File: src/rtl/spi_fnd_receiver.sv
// spi_fnd_receiver
// SPI slave (mode 0, MSB first) that receives 3-byte display frames and
// drives the 4-digit FND controller's value and dot inputs. Committed
// values are held until the next complete frame. MISO returns an ID byte
// followed by the value that was committed before the current frame.
//
// Ports
//   clk          system clock; sclk must be at most clk/8
//   reset        asynchronous, active-high reset
//   i_sclk       SPI clock from the master, asynchronous to clk
//   i_mosi       SPI data from the master
//   i_ss_n       SPI slave select, active low
//   o_miso       SPI data to the master, 1 while deselected
//   o_fnd_data   committed display value, 0..MAX_VALUE
//   o_fnd_dot    committed dot mask
//   o_frame_done one-clk pulse when a frame is committed
//   o_frame_err  one-clk pulse when ss_n rises before 24 bits
//   o_clamped    set when the last commit was clamped to MAX_VALUE
module spi_fnd_receiver #(
    parameter int unsigned MAX_VALUE   = 9999,
    parameter int unsigned SYNC_STAGES = 2,
    parameter logic [7:0]  ID_BYTE     = 8'hA5
) (
    input  logic        clk,
    input  logic        reset,
    input  logic        i_sclk,
    input  logic        i_mosi,
    input  logic        i_ss_n,
    output logic        o_miso,
    output logic [13:0] o_fnd_data,
    output logic [3:0]  o_fnd_dot,
    output logic        o_frame_done,
    output logic        o_frame_err,
    output logic        o_clamped
);

    localparam int unsigned TOP   = SYNC_STAGES - 1;
    localparam logic [13:0] MAX_V = 14'(MAX_VALUE);

    typedef enum logic [1:0] {S_IDLE, S_RX, S_HOLD} state_t;

    state_t r_state;
    state_t w_stateNext;

    logic [SYNC_STAGES-1:0] r_sclkSync;
    logic [SYNC_STAGES-1:0] r_mosiSync;
    logic [SYNC_STAGES-1:0] r_ssnSync;
    logic                   r_sclkPrev;
    logic                   r_ssnPrev;

    logic [2:0]  r_bitCnt;
    logic [1:0]  r_byteCnt;
    logic [6:0]  r_rxShift;
    logic [3:0]  r_dot;
    logic [5:0]  r_valueHi;
    logic [7:0]  r_valueLo;
    logic        r_commitPend;
    logic [22:0] r_txShift;
    logic        r_miso;
    logic [13:0] r_fndData;
    logic [3:0]  r_fndDot;
    logic        r_frameDone;
    logic        r_frameErr;
    logic        r_clamped;

    logic        w_sclkRise;
    logic        w_sclkFall;
    logic        w_ssnRise;
    logic        w_ssnFall;
    logic        w_mosiBit;
    logic [7:0]  w_fullByte;
    logic [13:0] w_value;
    logic        w_startFrame;
    logic        w_shift;
    logic        w_byteDone;
    logic        w_lastByte;
    logic        w_shortFrame;
    logic        w_txShift;
    logic        w_endFrame;

    // Synchroniser chains and one detect register per edge-sensitive line.
    // ss_n resets high so that leaving reset never looks like a frame start.
    always_ff @(posedge clk or posedge reset) begin
        if (reset) begin
            r_sclkSync <= '0;
            r_mosiSync <= '0;
            r_ssnSync  <= '1;
            r_sclkPrev <= 1'b0;
            r_ssnPrev  <= 1'b1;
        end else begin
            r_sclkSync <= {r_sclkSync[SYNC_STAGES-2:0], i_sclk};
            r_mosiSync <= {r_mosiSync[SYNC_STAGES-2:0], i_mosi};
            r_ssnSync  <= {r_ssnSync[SYNC_STAGES-2:0], i_ss_n};
            r_sclkPrev <= r_sclkSync[TOP];
            r_ssnPrev  <= r_ssnSync[TOP];
        end
    end

    assign w_sclkRise = r_sclkSync[TOP] & ~r_sclkPrev;
    assign w_sclkFall = ~r_sclkSync[TOP] & r_sclkPrev;
    assign w_ssnRise  = r_ssnSync[TOP] & ~r_ssnPrev;
    assign w_ssnFall  = ~r_ssnSync[TOP] & r_ssnPrev;
    assign w_mosiBit  = r_mosiSync[TOP];
    assign w_fullByte = {r_rxShift, w_mosiBit};
    assign w_value    = {r_valueHi, r_valueLo};

    // Frame state register.
    always_ff @(posedge clk or posedge reset) begin
        if (reset) begin
            r_state <= S_IDLE;
        end else begin
            r_state <= w_stateNext;
        end
    end

    // Next-state decode and per-clock action strobes for the datapath.
    // A deselect in RX wins over a coincident sclk edge.
    always_comb begin
        w_stateNext  = r_state;
        w_startFrame = 1'b0;
        w_shift      = 1'b0;
        w_byteDone   = 1'b0;
        w_lastByte   = 1'b0;
        w_shortFrame = 1'b0;
        w_txShift    = 1'b0;
        w_endFrame   = 1'b0;
        case (r_state)
            S_IDLE: begin
                if (w_ssnFall) begin
                    w_stateNext  = S_RX;
                    w_startFrame = 1'b1;
                end
            end
            S_RX: begin
                if (w_ssnRise) begin
                    w_stateNext  = S_IDLE;
                    w_shortFrame = 1'b1;
                end else if (w_sclkRise) begin
                    w_shift = 1'b1;
                    if (r_bitCnt == 3'd7) begin
                        w_byteDone = 1'b1;
                        if (r_byteCnt == 2'd2) begin
                            w_lastByte  = 1'b1;
                            w_stateNext = S_HOLD;
                        end
                    end
                end else if (w_sclkFall) begin
                    w_txShift = 1'b1;
                end
            end
            S_HOLD: begin
                if (w_ssnRise) begin
                    w_stateNext = S_IDLE;
                    w_endFrame  = 1'b1;
                end
            end
            default: begin
                w_stateNext = S_IDLE;
            end
        endcase
    end

    // Receive shifter, byte storage, MISO shifter and the commit stage.
    // The commit happens the clock after the last bit so the final byte is
    // already registered; the readback snapshot is taken at frame start.
    always_ff @(posedge clk or posedge reset) begin
        if (reset) begin
            r_bitCnt     <= '0;
            r_byteCnt    <= '0;
            r_rxShift    <= '0;
            r_dot        <= '0;
            r_valueHi    <= '0;
            r_valueLo    <= '0;
            r_commitPend <= 1'b0;
            r_txShift    <= '0;
            r_miso       <= 1'b1;
            r_fndData    <= '0;
            r_fndDot     <= '0;
            r_frameDone  <= 1'b0;
            r_frameErr   <= 1'b0;
            r_clamped    <= 1'b0;
        end else begin
            r_commitPend <= w_lastByte;
            r_frameDone  <= 1'b0;
            r_frameErr   <= w_shortFrame;

            if (w_startFrame) begin
                r_bitCnt  <= '0;
                r_byteCnt <= '0;
                r_txShift <= {ID_BYTE[6:0], 2'b00, r_fndData};
                r_miso    <= ID_BYTE[7];
            end

            if (w_shift) begin
                r_rxShift <= w_fullByte[6:0];
                r_bitCnt  <= r_bitCnt + 3'd1;
            end

            if (w_byteDone) begin
                r_byteCnt <= r_byteCnt + 2'd1;
                case (r_byteCnt)
                    2'd0:    r_dot     <= w_fullByte[3:0];
                    2'd1:    r_valueHi <= w_fullByte[5:0];
                    default: r_valueLo <= w_fullByte;
                endcase
            end

            if (w_txShift) begin
                r_miso    <= r_txShift[22];
                r_txShift <= {r_txShift[21:0], 1'b0};
            end

            if (w_lastByte) begin
                r_miso <= 1'b0;
            end

            if (w_shortFrame || w_endFrame) begin
                r_miso <= 1'b1;
            end

            if (r_commitPend) begin
                r_fndData   <= (w_value > MAX_V) ? MAX_V : w_value;
                r_fndDot    <= r_dot;
                r_clamped   <= (w_value > MAX_V);
                r_frameDone <= 1'b1;
            end
        end
    end

    assign o_miso       = r_miso;
    assign o_fnd_data   = r_fndData;
    assign o_fnd_dot    = r_fndDot;
    assign o_frame_done = r_frameDone;
    assign o_frame_err  = r_frameErr;
    assign o_clamped    = r_clamped;

endmodule

File: config.mk
export PLATFORM = sky130hd
export DESIGN_NAME = spi_fnd_receiver
export DESIGN_NICKNAME = d
export VERILOG_FILES = /design/src/rtl/spi_fnd_receiver.sv
export SDC_FILE = /design/constraint.sdc
export NUM_CORES = 1
export LEC_CHECK = 0
export CORE_MARGIN = 2
export CORE_UTILIZATION = 45
export DETAILED_ROUTE_END_ITERATION = 6
export PLACE_DENSITY = 0.67
export SKIP_CTS_REPAIR_TIMING = 1
export SYNTH_ARGS = -nofsm -noshare
export SYNTH_HDL_FRONTEND = slang
export SYNTH_SLANG_ARGS = --single-unit
File: constraint.sdc
create_clock -name clk -period 3 [get_ports clk]
set_clock_uncertainty 0.05 [all_clocks]
set_input_delay 0.9 -clock clk [delete_from_list [all_inputs] [get_ports clk]]
set_output_delay 0.9 -clock clk [all_outputs]
set_load 0.02 [all_outputs]
# Word level (Yosys, flattened, before mapping)
# Index checks and enable logic that the tools add are counted.
dict set report word_totals {
  memories 0
  latch_bits 0
  regBits 86
  romBits 0
  mem_bits_rw 0
  output_inout_bits 22
}
dict set report classes {
  multipliers 0
  reduce_logical 12
  n_shift 0
  muxes 40
  div_mod_pow 0
  n_eq_ne 10
  bitwise 9
  add_sub_neg 2
  order_cmp 1
}
# cell n
set ops {}
lappend ops {{two-way mux 23 bit} 2}
lappend ops {{two-way mux 1 bit} 26}
lappend ops {{two-way mux 2 bit} 8}
lappend ops {{greater-than comparator 14 bit, second input constant} 1}
lappend ops {{two-way mux 14 bit} 1}
lappend ops {{!= test 3 bit, second input constant} 3}
lappend ops {{two-way mux 3 bit} 2}
lappend ops {{one-hot mux 2 bit (3 select lines)} 1}
lappend ops {{AND reduction 2 bit} 3}
lappend ops {{nonzero test 2 bit} 3}
lappend ops {{inverter 1 bit} 5}
lappend ops {{AND reduction 5 bit} 1}
lappend ops {{AND 1 bit} 4}
lappend ops {{equality test 2 x 1 -> 1 bit, second input constant} 2}
lappend ops {{equality test 2 bit, second input constant} 2}
lappend ops {{logical NOT 2 bit} 2}
lappend ops {{!= test 2 bit, second input constant} 2}
lappend ops {{nonzero test 4 bit} 1}
lappend ops {{adder 3 x 1 -> 3 bit, second input constant} 1}
lappend ops {{equality test 3 bit, second input constant} 1}
lappend ops {{adder 2 x 1 -> 2 bit, second input constant} 1}
lappend ops {{OR reduction 2 bit} 1}
lappend ops {{logical OR 1 bit} 1}

# Longest topological paths before layout
dict set report depth {
  depth_word 9
  depth_mapped 6
  depth_no_buf 5
}

# Worst setup path after synthesis
# OpenSTA, ideal clock, no wires.
dict set report synth_timing {
  path_type {reg2reg}
  start {reg r_bitCnt[0]}
  end {reg r_valueHi[0]}
  setup_time_ns 0.125
  path_buffers 1
  t_arrival_ns 1.549
  setup_slack_ns 1.277
  stages_incl_launch_ff 7
  period_less_slack_ns 1.723
  cell_sequence {dfrtp_1 ha_1 ha_1 and3b_1 buf_2 nand4_2 mux2_2}
}
dict set report synth_between {
  elab_chain_cells 6
}
# element line
set synth_lines {}
lappend synth_lines {{start, declared} 51} ;# logic [2:0] r_bitCnt;
lappend synth_lines {{start signal, assigned} 196} ;# r_bitCnt <= r_bitCnt + 3'd1;
lappend synth_lines {{equality test 3 bit} 140} ;# if (r_bitCnt == 3'd7) begin
lappend synth_lines {{two-way mux 1 bit} 140}
lappend synth_lines {{two-way mux 1 bit} 138} ;# end else if (w_sclkRise) begin
lappend synth_lines {{two-way mux 1 bit} 135} ;# if (w_ssnRise) begin
lappend synth_lines {{two-way mux 1 bit} 127} ;# case (r_state)
lappend synth_lines {{AND reduction 2 bit (no line)} --}
lappend synth_lines {{end signal, assigned} 203} ;# 2'd1: r_valueHi <= w_fullByte[5:0];
lappend synth_lines {{end, declared} 55} ;# logic [5:0] r_valueHi;
# Every way passes these cells.
# A chain may end at the register's enable or synchronous reset.

# Final worst setup path
dict set report layout_timing {
  start {reg r_miso, in the netlist o_miso}
  end {out o_miso}
}
# element line
set layout_lines {}
lappend layout_lines {{start, declared} 59} ;# logic r_miso;
lappend layout_lines {{start signal, assigned} 191} ;# r_miso <= ID_BYTE[7];
lappend layout_lines {{start signal, assigned} 209} ;# r_miso <= r_txShift[22];
lappend layout_lines {{end, declared} 29} ;# output logic o_miso,
# No word-level cell between the ends.

==> impl_metrics.tcl <==
set metrics [dict create \
    outcome "finished clean" \
    rr_endpoint "r_rxShift[6]" \
    synth_compound_area_frac 0.0901 \
    min_period_ps 2440 \
    drv_cap 0 \
    dieArea_sq_um 8530 \
    hp-class "reg -> reg" \
    peakVddDrop_mv 0.372 \
    r2r-start "r_ssnPrev" \
    synth_area_leaders "dfrtp_1 58%, mux2_1 7.4%, mux2_2 5.1%" \
    path_clk_slew_ps 80 \
    hold_ws_ps 302 \
    synth_top_area_share 0.584 \
    clock.fmax_mhz 410 \
    tightestPinTransition_ps 1120 \
    dieWidth_microns 92.4 \
    first_pass_iters 4 \
    final_cell_mix "82 x dfrtp_1, 26 x clkdlybuf4s50_1, 23 x mux2_1" \
    grt_start_max_net_pins 30 \
    r2r_slack_ps 610 \
    portBuffers 26 \
    synth_fa_ha_area_frac 0.0178 \
    power_density_nw_per_um2 588 \
    yosysWarnings 0 \
    worstPathMaxFanout 2 \
    place_congestion 0.753 \
    drv_slew 0 \
    slowest_stage "clkdlybuf4s50_1" \
    initial_core_util 0.460 \
    ys_ff_latch 86 \
    layout.cells.most_common "dfrtp_1" \
    area_growth_pct 16.9 \
    syn_area_sq_um 3510 \
    required_ps 2050 \
    worstPathArrival_ps 1490 \
    root_buffer "clkbuf_8" \
    cts_tree "built" \
    final.setup.tns_ps 0 \
    hpwl_mm 4.25 \
    clock_path_buffers 2 \
    drt_iter0_drc 72 \
    vias 2057 \
    final_net_count 297 \
    overflow 0 \
    min_period_over_period 0.814 \
    grt_pass1_vias 2149 \
    grt_usage 0.166 \
    synth_top_area_cell "dfrtp_1" \
    ys_types 41 \
    seq_area_frac_synth 0.614 \
    ios 27 \
    final-setup-viol-count 0 \
    ant_nets 0 \
    syn_area_per_cell_sq_um 13.7 \
    reg2reg_depth 3 \
    worstSetupEndpointType "output port" \
    clk_latency_ps 350 \
    syn_inst 257 \
    min-delay-start "r_mosiSync[0]" \
    wire_per_inst_microns 16.0 \
    fin_area_sq_um 4110 \
    cts_buffers 9 \
    rows 32 \
    slowest_delay_ps 600 \
    crit_type "reg -> out" \
    hold_viol 0 \
    drcViolationCount 0 \
    cp_num_buf_inv 1 \
    p_leak_uw 0.00193 \
    maxSlewHeadroom 0.253 \
    synth_nets 267 \
    core_area_sq_um 7650 \
    finalPower_uw 2420 \
    clkSinkCount 86 \
    diodes 0 \
    hold_depth 0 \
    worstSetupStartpointType "register" \
    min_to "r_mosiSync[1]" \
    dpl_cell_area_sq_um 3880 \
    grt_pass1_wl_mm 10.9 \
    synth_xor_area_frac 0 \
    rsz0062_at_grt "false" \
    synthSimpleGateAreaFrac 0.110 \
    layout-drive-gt1-share 0.171 \
    crit_family "buffers and inverters" \
    antenna_found_initial 0 \
    wl_mm 6.31 \
    die_height_microns 92.4 \
    synthMuxAreaShare 0.131 \
    crit_chain "clkdlybuf4s50_1" \
    h-tree-depth 3 \
    synth_top_family_by_area "multiplexers" \
    routed_via_density 5.22 \
]
metrics by stage:
step / instances / setup slack [ps] / utilization
4_1_cts: 394 / 537 / 0.537
3_5_place_dp: 378 / 636 / 0.508
5_1_grt: 394 / 436 / 0.537
3_3_place_gp: 378 / 755 / 0.508
2_1_floorplan: 257 / 1060 / -
6_report: 394 / 559 / 0.537
flip-flops by register name (all words and copies together), names as in the netlist, 2 cells and up:
register,count
o_fnd_dot,4
r_dot,4
r_mosiSync,2
r_state,2
r_ssnSync,2
r_sclkSync,2
o_fnd_data,14
r_byteCnt,2
r_valueHi,6
r_bitCnt,3
r_txShift,23
r_valueLo,8
r_rxShift,7
worst max path at each step:
stage	startpoint	to	slack, ps	depth (start not counted)
2_1_floorplan	reset	o_clamped	1060	1
3_3_place_gp	r_ssnPrev	r_rxShift[6]	760	3
3_5_place_dp	r_ssnPrev	r_rxShift[6]	640	3
4_1_cts	o_miso	o_miso	540	1
5_1_grt	r_ssnSync[1]	r_txShift[12]	440	3
6_report	o_miso	o_miso	560	1
layer usage:
| metal | routed length [microns] | part of all wire | global-route usage | vias to the layer above |
|---|---|---|---|---|
| met5 | 0 | 0 | 0 | - |
| met4 | 107 | 0.017 | 0.0634 | 0 |
| met3 | 171 | 0.027 | 0.0439 | 8 |
| met2 | 2920 | 0.46 | 0.252 | 22 |
| met1 | 3110 | 0.49 | 0.229 | 1045 |
| li1 | - | - | - | 982 |
cells in the mapped netlist, drive strengths merged:
cell / n
or3b: 1
clkbuf: 2
o22ai: 6
and2: 14
nor4b: 1
mux2: 39
a311oi: 1
dfrtp: 82
nor2b: 12
nor3b: 1
nand4b: 2
nand4: 8
and3: 2
inv: 15
nand3: 1
o21ai: 6
o22a: 7
nand2b: 3
o31ai: 1
mux2i: 2
o211ai: 1
a211oi: 1
o21a: 1
nand2: 1
ha: 5
a31oi: 3
buf: 11
a221o: 13
nor2: 9
and3b: 1
nor4: 1
dfstp: 4
area by class of cell:
class                   count  area [sq um]
flip-flops and latches     86          2160
inverters                  15          60.1
clock buffers               9           124
multi-input cells         143          1230
clock inverters             7          98.8
well taps                 102           128
fillers                   661          3540
repair buffers             32           305
power breakdown:
group,total [uW],internal (uW),switching (uW)
sequential,1330,1250,81.6
clock,879,471,408
combinational,202,95.6,107
total,2420,1820,596
cells by family (layout without fill, tap and decap cells):
group	Yosys count	count (layout)
compound gates	40	40
mux	41	41
flops	86	86
fa+ha+maj	5	5
buf+inv	28	63
simple gates	57	57
No activity file was read; power rests on OpenSTA's default activity.
